File: src/rtl/fdc_pkg.sv
// Shared types for the fetch/decode sequencer: FSM states, opcodes, ALU codes
// and the packed control bundle produced by the decoder.
package fdc_pkg;

    typedef enum logic [1:0] {
        ST_FETCH  = 2'd0,
        ST_DECODE = 2'd1,
        ST_EXEC   = 2'd2,
        ST_HALT   = 2'd3
    } state_t;

    localparam logic [3:0] OP_ADD  = 4'h0;
    localparam logic [3:0] OP_SUB  = 4'h1;
    localparam logic [3:0] OP_AND  = 4'h2;
    localparam logic [3:0] OP_OR   = 4'h3;
    localparam logic [3:0] OP_SLL  = 4'h4;
    localparam logic [3:0] OP_SRL  = 4'h5;
    localparam logic [3:0] OP_ADDI = 4'h6;
    localparam logic [3:0] OP_LW   = 4'h7;
    localparam logic [3:0] OP_SW   = 4'h8;
    localparam logic [3:0] OP_BEQ  = 4'h9;
    localparam logic [3:0] OP_JMP  = 4'hA;
    localparam logic [3:0] OP_HALT = 4'hF;

    localparam logic [2:0] ALU_ADD = 3'd0;
    localparam logic [2:0] ALU_SUB = 3'd1;
    localparam logic [2:0] ALU_AND = 3'd2;
    localparam logic [2:0] ALU_OR  = 3'd3;
    localparam logic [2:0] ALU_SLL = 3'd4;
    localparam logic [2:0] ALU_SRL = 3'd5;

    typedef struct packed {
        logic       register_destination;
        logic       register_write;
        logic       memory_to_register;
        logic       memread;
        logic       memwrite;
        logic       alusrc;
        logic       branch;
        logic       jump;
        logic [2:0] aluop;
        logic       halt;
    } ctrl_t;

    localparam ctrl_t CTRL_NONE = '0;

endpackage

File: src/rtl/fdc_decoder.sv
// Combinational opcode -> control bundle lookup; the parent registers the
// result during its DECODE cycle.
module fdc_decoder
    import fdc_pkg::*;
(
    input  logic [3:0] opcode,
    output ctrl_t      ctrl
);

    always_comb begin
        ctrl = CTRL_NONE;
        case (opcode)
            OP_ADD, OP_SUB, OP_AND, OP_OR: begin
                ctrl.register_destination = 1'b1;
                ctrl.register_write       = 1'b1;
                ctrl.aluop                = opcode[2:0];
            end
            OP_SLL, OP_SRL: begin
                ctrl.register_destination = 1'b1;
                ctrl.register_write       = 1'b1;
                ctrl.alusrc               = 1'b1;
                ctrl.aluop                = (opcode == OP_SLL) ? ALU_SLL : ALU_SRL;
            end
            OP_ADDI: begin
                ctrl.register_write = 1'b1;
                ctrl.alusrc         = 1'b1;
                ctrl.aluop          = ALU_ADD;
            end
            OP_LW: begin
                ctrl.register_write     = 1'b1;
                ctrl.memread            = 1'b1;
                ctrl.memory_to_register = 1'b1;
                ctrl.alusrc             = 1'b1;
                ctrl.aluop              = ALU_ADD;
            end
            OP_SW: begin
                ctrl.memwrite = 1'b1;
                ctrl.alusrc   = 1'b1;
                ctrl.aluop    = ALU_ADD;
            end
            OP_BEQ: begin
                ctrl.branch = 1'b1;
                ctrl.aluop  = ALU_SUB;
            end
            OP_JMP:  ctrl.jump = 1'b1;
            OP_HALT: ctrl.halt = 1'b1;
            default: ctrl = CTRL_NONE;
        endcase
    end

endmodule

File: src/rtl/fetch_decode_ctrl.sv
// Multi-cycle fetch/decode sequencer: owns the PC, fetches over a req/ready
// handshake, registers decoded controls and waits for exec_done.
// Optional retired-instruction counter enabled by defining FDC_PERF_CNT_EN.
module fetch_decode_ctrl
    import fdc_pkg::*;
#(
    parameter int                ADDR_W   = 8,
    parameter int                INSTR_W  = 16,
    parameter int                REG_AW   = 3,
    parameter logic [ADDR_W-1:0] RESET_PC = '0
) (
    input  logic                          clk,
    input  logic                          reset,
    output logic                          imem_req,
    output logic [ADDR_W-1:0]             imem_addr,
    input  logic                          imem_ready,
    input  logic [INSTR_W-1:0]            imem_data,
    output logic [ADDR_W-1:0]             pc_output,
    output logic [REG_AW-1:0]             rs_reg,
    output logic [REG_AW-1:0]             rt_rd_reg,
    output logic [INSTR_W-4-2*REG_AW-1:0] immediate,
    output logic [2:0]                    shiftbits,
    output logic                          register_destination,
    output logic                          register_write,
    output logic                          memory_to_register,
    output logic                          memread,
    output logic                          memwrite,
    output logic                          alusrc,
    output logic                          branch,
    output logic                          jump,
    output logic [2:0]                    aluop,
    output logic                          ctrl_valid,
    input  logic                          exec_done,
    input  logic                          branch_taken,
    output logic                          halted
`ifdef FDC_PERF_CNT_EN
    ,
    output logic [31:0]                   retired_cnt
`endif
);

    localparam int IMM_W = INSTR_W - 4 - 2 * REG_AW;

    state_t              r_state;
    state_t              w_state_next;
    logic [ADDR_W-1:0]   r_pc;
    logic [INSTR_W-1:0]  r_instr;
    ctrl_t               r_ctrl;
    ctrl_t               w_dec_ctrl;
    logic [REG_AW-1:0]   r_rs;
    logic [REG_AW-1:0]   r_rt_rd;
    logic [IMM_W-1:0]    r_imm;
    logic                r_ctrl_valid;
    logic                w_imem_req;
    logic                w_fetch_accept;
    logic                w_retire;
    logic [ADDR_W-1:0]   w_pc_inc;
    logic [ADDR_W-1:0]   w_pc_next;
    logic [ADDR_W-1:0]   w_jump_target;
    logic [ADDR_W-1:0]   w_imm_sext;

    fdc_decoder u_decoder (
        .opcode (r_instr[INSTR_W-1 -: 4]),
        .ctrl   (w_dec_ctrl)
    );

    // Jump targets are zero-extended, branch offsets sign-extended, both
    // truncated when the immediate is wider than the PC.
    if (IMM_W >= ADDR_W) begin : g_imm_wide
        assign w_jump_target = r_imm[ADDR_W-1:0];
        assign w_imm_sext    = r_imm[ADDR_W-1:0];
    end else begin : g_imm_narrow
        assign w_jump_target = {{(ADDR_W-IMM_W){1'b0}}, r_imm};
        assign w_imm_sext    = {{(ADDR_W-IMM_W){r_imm[IMM_W-1]}}, r_imm};
    end

    assign w_pc_inc = r_pc + ADDR_W'(1);

    always_comb begin
        w_pc_next = w_pc_inc;
        if (r_ctrl.jump) begin
            w_pc_next = w_jump_target;
        end else if (r_ctrl.branch && branch_taken) begin
            w_pc_next = w_pc_inc + w_imm_sext;
        end
    end

    always_ff @(posedge clk) begin
        if (!reset) begin
            r_state <= ST_FETCH;
        end else begin
            r_state <= w_state_next;
        end
    end

    always_comb begin
        w_state_next   = r_state;
        w_imem_req     = 1'b0;
        w_fetch_accept = 1'b0;
        w_retire       = 1'b0;
        case (r_state)
            ST_FETCH: begin
                w_imem_req = 1'b1;
                if (imem_ready) begin
                    w_fetch_accept = 1'b1;
                    w_state_next   = ST_DECODE;
                end
            end
            ST_DECODE: w_state_next = w_dec_ctrl.halt ? ST_HALT : ST_EXEC;
            ST_EXEC: begin
                if (exec_done) begin
                    w_retire     = 1'b1;
                    w_state_next = ST_FETCH;
                end
            end
            ST_HALT:  w_state_next = ST_HALT;
            default:  w_state_next = ST_FETCH;
        endcase
    end

    always_ff @(posedge clk) begin
        if (!reset) begin
            r_pc         <= RESET_PC;
            r_instr      <= '0;
            r_ctrl       <= CTRL_NONE;
            r_rs         <= '0;
            r_rt_rd      <= '0;
            r_imm        <= '0;
            r_ctrl_valid <= 1'b0;
        end else begin
            if (w_fetch_accept) begin
                r_instr <= imem_data;
            end
            if (r_state == ST_DECODE) begin
                r_ctrl       <= w_dec_ctrl;
                r_rs         <= r_instr[INSTR_W-5 -: REG_AW];
                r_rt_rd      <= r_instr[INSTR_W-5-REG_AW -: REG_AW];
                r_imm        <= r_instr[IMM_W-1:0];
                r_ctrl_valid <= !w_dec_ctrl.halt;
            end
            if (w_retire) begin
                r_pc         <= w_pc_next;
                r_ctrl_valid <= 1'b0;
            end
        end
    end

`ifdef FDC_PERF_CNT_EN
    logic [31:0] r_retired_cnt;

    always_ff @(posedge clk) begin
        if (!reset) begin
            r_retired_cnt <= '0;
        end else if (w_retire) begin
            r_retired_cnt <= r_retired_cnt + 32'd1;
        end
    end

    assign retired_cnt = r_retired_cnt;
`endif

    assign imem_req             = w_imem_req;
    assign imem_addr            = r_pc;
    assign pc_output            = r_pc;
    assign rs_reg               = r_rs;
    assign rt_rd_reg            = r_rt_rd;
    assign immediate            = r_imm;
    assign shiftbits            = r_imm[2:0];
    assign register_destination = r_ctrl.register_destination;
    assign register_write       = r_ctrl.register_write;
    assign memory_to_register   = r_ctrl.memory_to_register;
    assign memread              = r_ctrl.memread;
    assign memwrite             = r_ctrl.memwrite;
    assign alusrc               = r_ctrl.alusrc;
    assign branch               = r_ctrl.branch;
    assign jump                 = r_ctrl.jump;
    assign aluop                = r_ctrl.aluop;
    assign ctrl_valid           = r_ctrl_valid;
    assign halted               = r_ctrl.halt;

endmodule

File: config.mk
export PLATFORM = sky130hd
export DESIGN_NAME = fetch_decode_ctrl
export DESIGN_NICKNAME = d
export VERILOG_FILES = /design/src/rtl/fdc_pkg.sv /design/src/rtl/fdc_decoder.sv /design/src/rtl/fetch_decode_ctrl.sv
export SDC_FILE = /design/constraint.sdc
export NUM_CORES = 1
export LEC_CHECK = 0
export BUFFER_PORTS_ARGS = -buffer_cell sky130_fd_sc_hd__buf_2
export CAP_MARGIN = 0
export CORE_MARGIN = 2
export CORE_UTILIZATION = 57
export DETAILED_ROUTE_END_ITERATION = 10
export PLACE_DENSITY = 0.85
export RECOVER_POWER = 25
export SYNTH_ARGS = -nofsm -noshare
export SYNTH_HDL_FRONTEND = slang
export SYNTH_SLANG_ARGS = --single-unit
File: constraint.sdc
create_clock -name clk -period 5.5 [get_ports clk]
set_input_delay 0.275 -clock clk [delete_from_list [all_inputs] [get_ports clk]]
set_output_delay 0.275 -clock clk [all_outputs]
set_load 0.005 [all_outputs]
; Yosys cells after proc, flatten, opt, wreduce, memory -nomap -nowiden
; Cells that the tools add are included.
[classes]
add_sub_neg = 2
eq_ne = 16
mux = 21
n_bitwise = 1
n_reduce_logical = 11
[ops]
columns = cell, count
row1 = == test 4 x 3 -> 1 bit (second input constant), 4
row2 = == test 4 bit (second input constant), 4
row3 = 2-to-1 mux 8 bit, 2
row4 = 2-to-1 mux 1 bit, 14
row5 = case mux 3 bit (3 select lines), 1
row6 = adder 8 x 1 -> 8 bit (second input constant), 1
row7 = adder 8 bit, 1
row8 = == test 4 x 2 -> 1 bit (second input constant), 2
row9 = case mux 2 bit (4 select lines), 1
row10 = OR reduction 8 bit, 1
row11 = 2-to-1 mux 2 bit, 3
row12 = OR reduction 6 bit, 1
row13 = OR reduction 5 bit, 1
row14 = == test 2 bit (second input constant), 2
row15 = == test 4 x 1 -> 1 bit (second input constant), 1
row16 = zero test 4 bit, 1
row17 = inequality test 2 bit (second input constant), 2
row18 = OR reduction 2 bit, 2
row19 = OR reduction 4 bit, 1
row20 = == test 2 x 1 -> 1 bit (second input constant), 1
row21 = zero test 2 bit, 1
row22 = AND reduction 2 bit, 1
row23 = logical AND 1 bit, 1
row24 = zero test 1 bit, 1
row25 = inverter 1 bit, 1
[totals]
reg_bits = 51
inputBits = 21
word_cells = 68

; Logic depth before layout (Yosys ltp)
[logic_depth]
ltp_word = 4
depth_mapped = 11
mapped_depth_nobuf = 11

; Modules after synthesis
; A second synthesis with hierarchy kept.
[hier_totals]
cells_unflattened = 340
area_unflattened_um2 = 2571.2
[modules_own_cells]
columns = module, n_inst, cells_each, area_per_inst_um2
row1 = fetch_decode_ctrl, 1, 321, 2459.9
row2 = fdc_decoder, 1, 19, 111.4

; Worst setup path before layout
; Ideal clock, no wire load.
[synth_timing]
kind = reg2reg
from = register r_pc[0] (netlist: imem_addr[0])
to = register r_pc[7] (netlist: imem_addr[7])
setup_ns = 0.130
arrival_ns = 2.403
required_time_ns = 5.370
path_slack_ns = 2.967
stages_incl_launch_ff = 11
period_less_slack_ns = 2.533
path_cell_list = dfxtp_1 > ha_1 > nand2_1 > nor2_1 > xor2_1 > ha_1 > a21o_1 > a221oi_1 > o21ba_1 > a2111oi_2 > a21boi_1
[synth_via]
elab_chain_len = 4
[synth_rtl]
columns = element, line_no
row1 = "start, declared", fetch_decode_ctrl.sv:46  ; logic [ADDR_W-1:0] r_pc;
row2 = "start signal, assigned", fetch_decode_ctrl.sv:142  ; r_pc <= w_pc_next;
row3 = adder 8 x 1 -> 8 bit *, fetch_decode_ctrl.sv:77  ; assign w_pc_inc = r_pc + ADDR_W'(1);
row4 = adder 8 bit, fetch_decode_ctrl.sv:84  ; w_pc_next = w_pc_inc + w_imm_sext;
row5 = 2-to-1 mux 8 bit *, fetch_decode_ctrl.sv:83  ; end else if (r_ctrl.branch && branch_taken) begin
row6 = 2-to-1 mux 8 bit *, fetch_decode_ctrl.sv:81  ; if (r_ctrl.jump) begin
; Mark *: on every way between the ends. The rest lies on a longest branch, timed or not.
; A chain may end at the register's enable or synchronous reset.

; Worst setup path in the final report
; Ends and elaborated chain as after synthesis.

==> out/metrics.cfg <==
[detailed_routing]
drt_iter0_drc=178
drc=0
drtPass1Iterations=4
drt_wl_total_mm=5.54
vias_per_cell=5.51
route.vias.total=2282
wire_per_inst_um=13.4
ant_nets=0

[clock_network]
ctsHtreeMaxLevel=2
cts.sinks=50
clk_latency_ns=0.30
ctsHoldBuffers=0
clock-root-buffer=clkbuf_8
cts_buffers=5
cts_resized=0
cts_setup_buffers=0
cts_buffer_depth=2
cts.clk_slew.worst_paths_ns=0.10
cts_tree=yes

[cells_and_area]
n_antenna_cell=0
drive_gt1_frac=0.210
nNetsFinal=391
fillers=376
largest_reg_flops=16
regMostFlops=r_instr
design_area_um2=2950
regArea_um2=1000
layout_common_cells=nand2_1, buf_2, dfxtp_1, a21boi_1, nor2_1
final_common_cell=nand2_1
multi_input_area_um2=1430
syn_to_final_growth_pct=13.6

[sta]
layout_min_cycle_time_ns=2.82
drv_slew=54
finalSetupViolCount=0
rsz0062_at_grt=false
fmax_ghz=0.354
fin_setup_tns_ns=0
final_hold_viol_count=0
skew_ns=0.00719
relSlewSlack=-0.202
fin_crit_sh=0.513
tightest_slew_ns=1.80

[power_and_ir_drop]
p_seq_frac=0.531
p_switching_w=0.000185
combPwrFrac=0.104
leakage_nw=1.34
ir_worst_vdd_mv=0.184
swShare=0.252
power_density_nw_per_um2=249
pwr-share-clk=0.365
intPower_w=0.000549

[yosys]
async_flop_share=0
synth_top_family_by_area=compound AO/OA/AOI/OAI gates
ys_warn_count=0
synth_cells=317
synthSimpleGateAreaFrac=0.232
synth_compound_area_frac=0.234
synth_fp_nets=347
syn-cell-area_um2=2600
synth.distinct_cells=48
synth-xor-area-share=0.0303
synth-adder-area-share=0.0462
synth-edff-count=0
ys.flop_type=dfxtp_1
synthMuxAreaShare=0.00771
ys_ff_latch=50
synth_area_per_cell_um2=8.19
ys_seq_area_frac=0.385

[die]
pin_count=66
dieArea_um2=5110
core_um2=4380
start_util=0.592
num_rows=24
die-height_um=71.5
die_width_um=71.5

[setup_path]
r2r_end=imem_addr[7]
crit_end=imem_addr[7]
r2r.worst_path.cells=10
worstSetupStartpoint=imem_addr[0]
critPathMaxStageDelay_ns=0.45
critical_path_class=register to register
crit_arrival_ns=3.01
cp.required_ns=5.68
critPathMaxFanout=8
cpMaxStageDelayCell=dfxtp_1
cp-end-kind=register
worstPathCellList=ha_1, nand2_1, nor2_1, xor2_1, ha_1, a21o_1, a221oi_1, o21ba_1, a2111oi_2, a21boi_1
rrSetupSlack_ns=2.68
path_buf_inv=0
cp.depth=10
critPathTopFamily=compound AO/OA/AOI/OAI gates
startpoint_type=register
cp_common_cell=ha_1
r2r-start=imem_addr[0]

[flow_run]
maxCapViolCount=1

[run_status]
outcome=complete, but fails checks
violations=capacitance limit, slew limit

[placement]
dpl-instance-area_um2=2840
gp_congestion=0.909
dpl.hpwl_mm=3.87
io_buffers=65

[worst_hold_path]
min_path_type=input pin to register

[global_route]
grt_max_degree=54
grt_usage=0.229
grt_pass1_vias=2097
antenna_found_initial=0
grt_pass1_wl_mm=9.42
grt_overflow=0

-- cells in the mapped netlist, drive strengths merged, types with 3 or more instances --
library cell	instances	area (um^2)
o21ai	13	65.1
nand2b	4	25.0
nor2b	7	43.8
a21oi	12	63.8
xnor2	4	35.0
nand2	76	285
nor3	5	36.3
buf	13	95.1
a21boi	34	255
a211oi	6	50.1
inv	3	11.3
xor2	5	43.8
dfxtp	50	1000
a21o	5	37.5
nor2	12	45.0
clkbuf	16	60.1
nand3	8	45.0
and2	7	43.8
ha	8	100
-- cell type report --
cell class	instances	share of cell area
Clock buffer	5	0.0233
Tap cell	52	0.0220
Timing Repair Buffer	66	0.111
Sequential cell	50	0.339
Inverter	3	0.00382
Clock inverter	3	0.0161
Multi-Input combinational cell	235	0.485
-- logic make-up (layout without fill, tap and decap cells) --
logic type,Yosys count,after routing
AOI/OAI and AO/OA,86,86
xor gates and xnor gates,9,9
adders and majority gates,9,9
buffers and inverters,32,77
DFF,50,50
muxes,2,2
and+or+nand+nor,129,129
-- power by group through the flow --
stage / combinational, W / sequential [W] / clock [W]
after floorplan: 0.0000543 / 0.000395 / 0
after global placement: 0.0000736 / 0.000397 / 0
after detailed placement: 0.0000761 / 0.000398 / 0
after CTS: 0.0000767 / 0.000390 / 0.000275
after global routing: 0.0000863 / 0.000392 / 0.000289
final: 0.0000765 / 0.000390 / 0.000268
-- layer usage --
metal	part of all wire	up-vias	GRT usage
met5	0	-	0
met1	0.46	1031	0.297
met2	0.46	76	0.367
li1	-	1161	-
met4	0.024	0	0.0985
met3	0.055	14	0.0534
-- worst min-delay path: stages --
cell,delay (ns)
buf_2,0.09
nand2_1,0.05
a21boi_1,0.05
-- through the flow --
step                      total power [W]  hold slack, ns  worst slack, ns  utilization  instances
final                            0.000734           0.192             2.68        0.673        414
after floorplan                  0.000450           0.410             2.97            -        317
after global routing             0.000768           0.190             2.38        0.673        414
after detailed placement         0.000474           0.444             2.70        0.648        406
after global placement           0.000471           0.436             2.85        0.648        406
after CTS                        0.000741           0.186             2.68        0.674        414
-- worst min-delay path by stage --
stage                         start              endpoint  slack, ns  cells after the start
6_report               imem_data[8]            r_instr[8]       0.19                      3
5_1_grt                imem_data[9]            r_instr[9]       0.19                      3
4_1_cts                imem_data[9]            r_instr[9]       0.19                      3
2_1_floorplan         imem_data[10]           r_instr[10]       0.41                      2
3_3_place_gp               aluop[0]              aluop[0]       0.44                      2
3_5_place_dp   register_destination  register_destination       0.44                      2
Note: power is estimated with default switching activity, not from simulation.
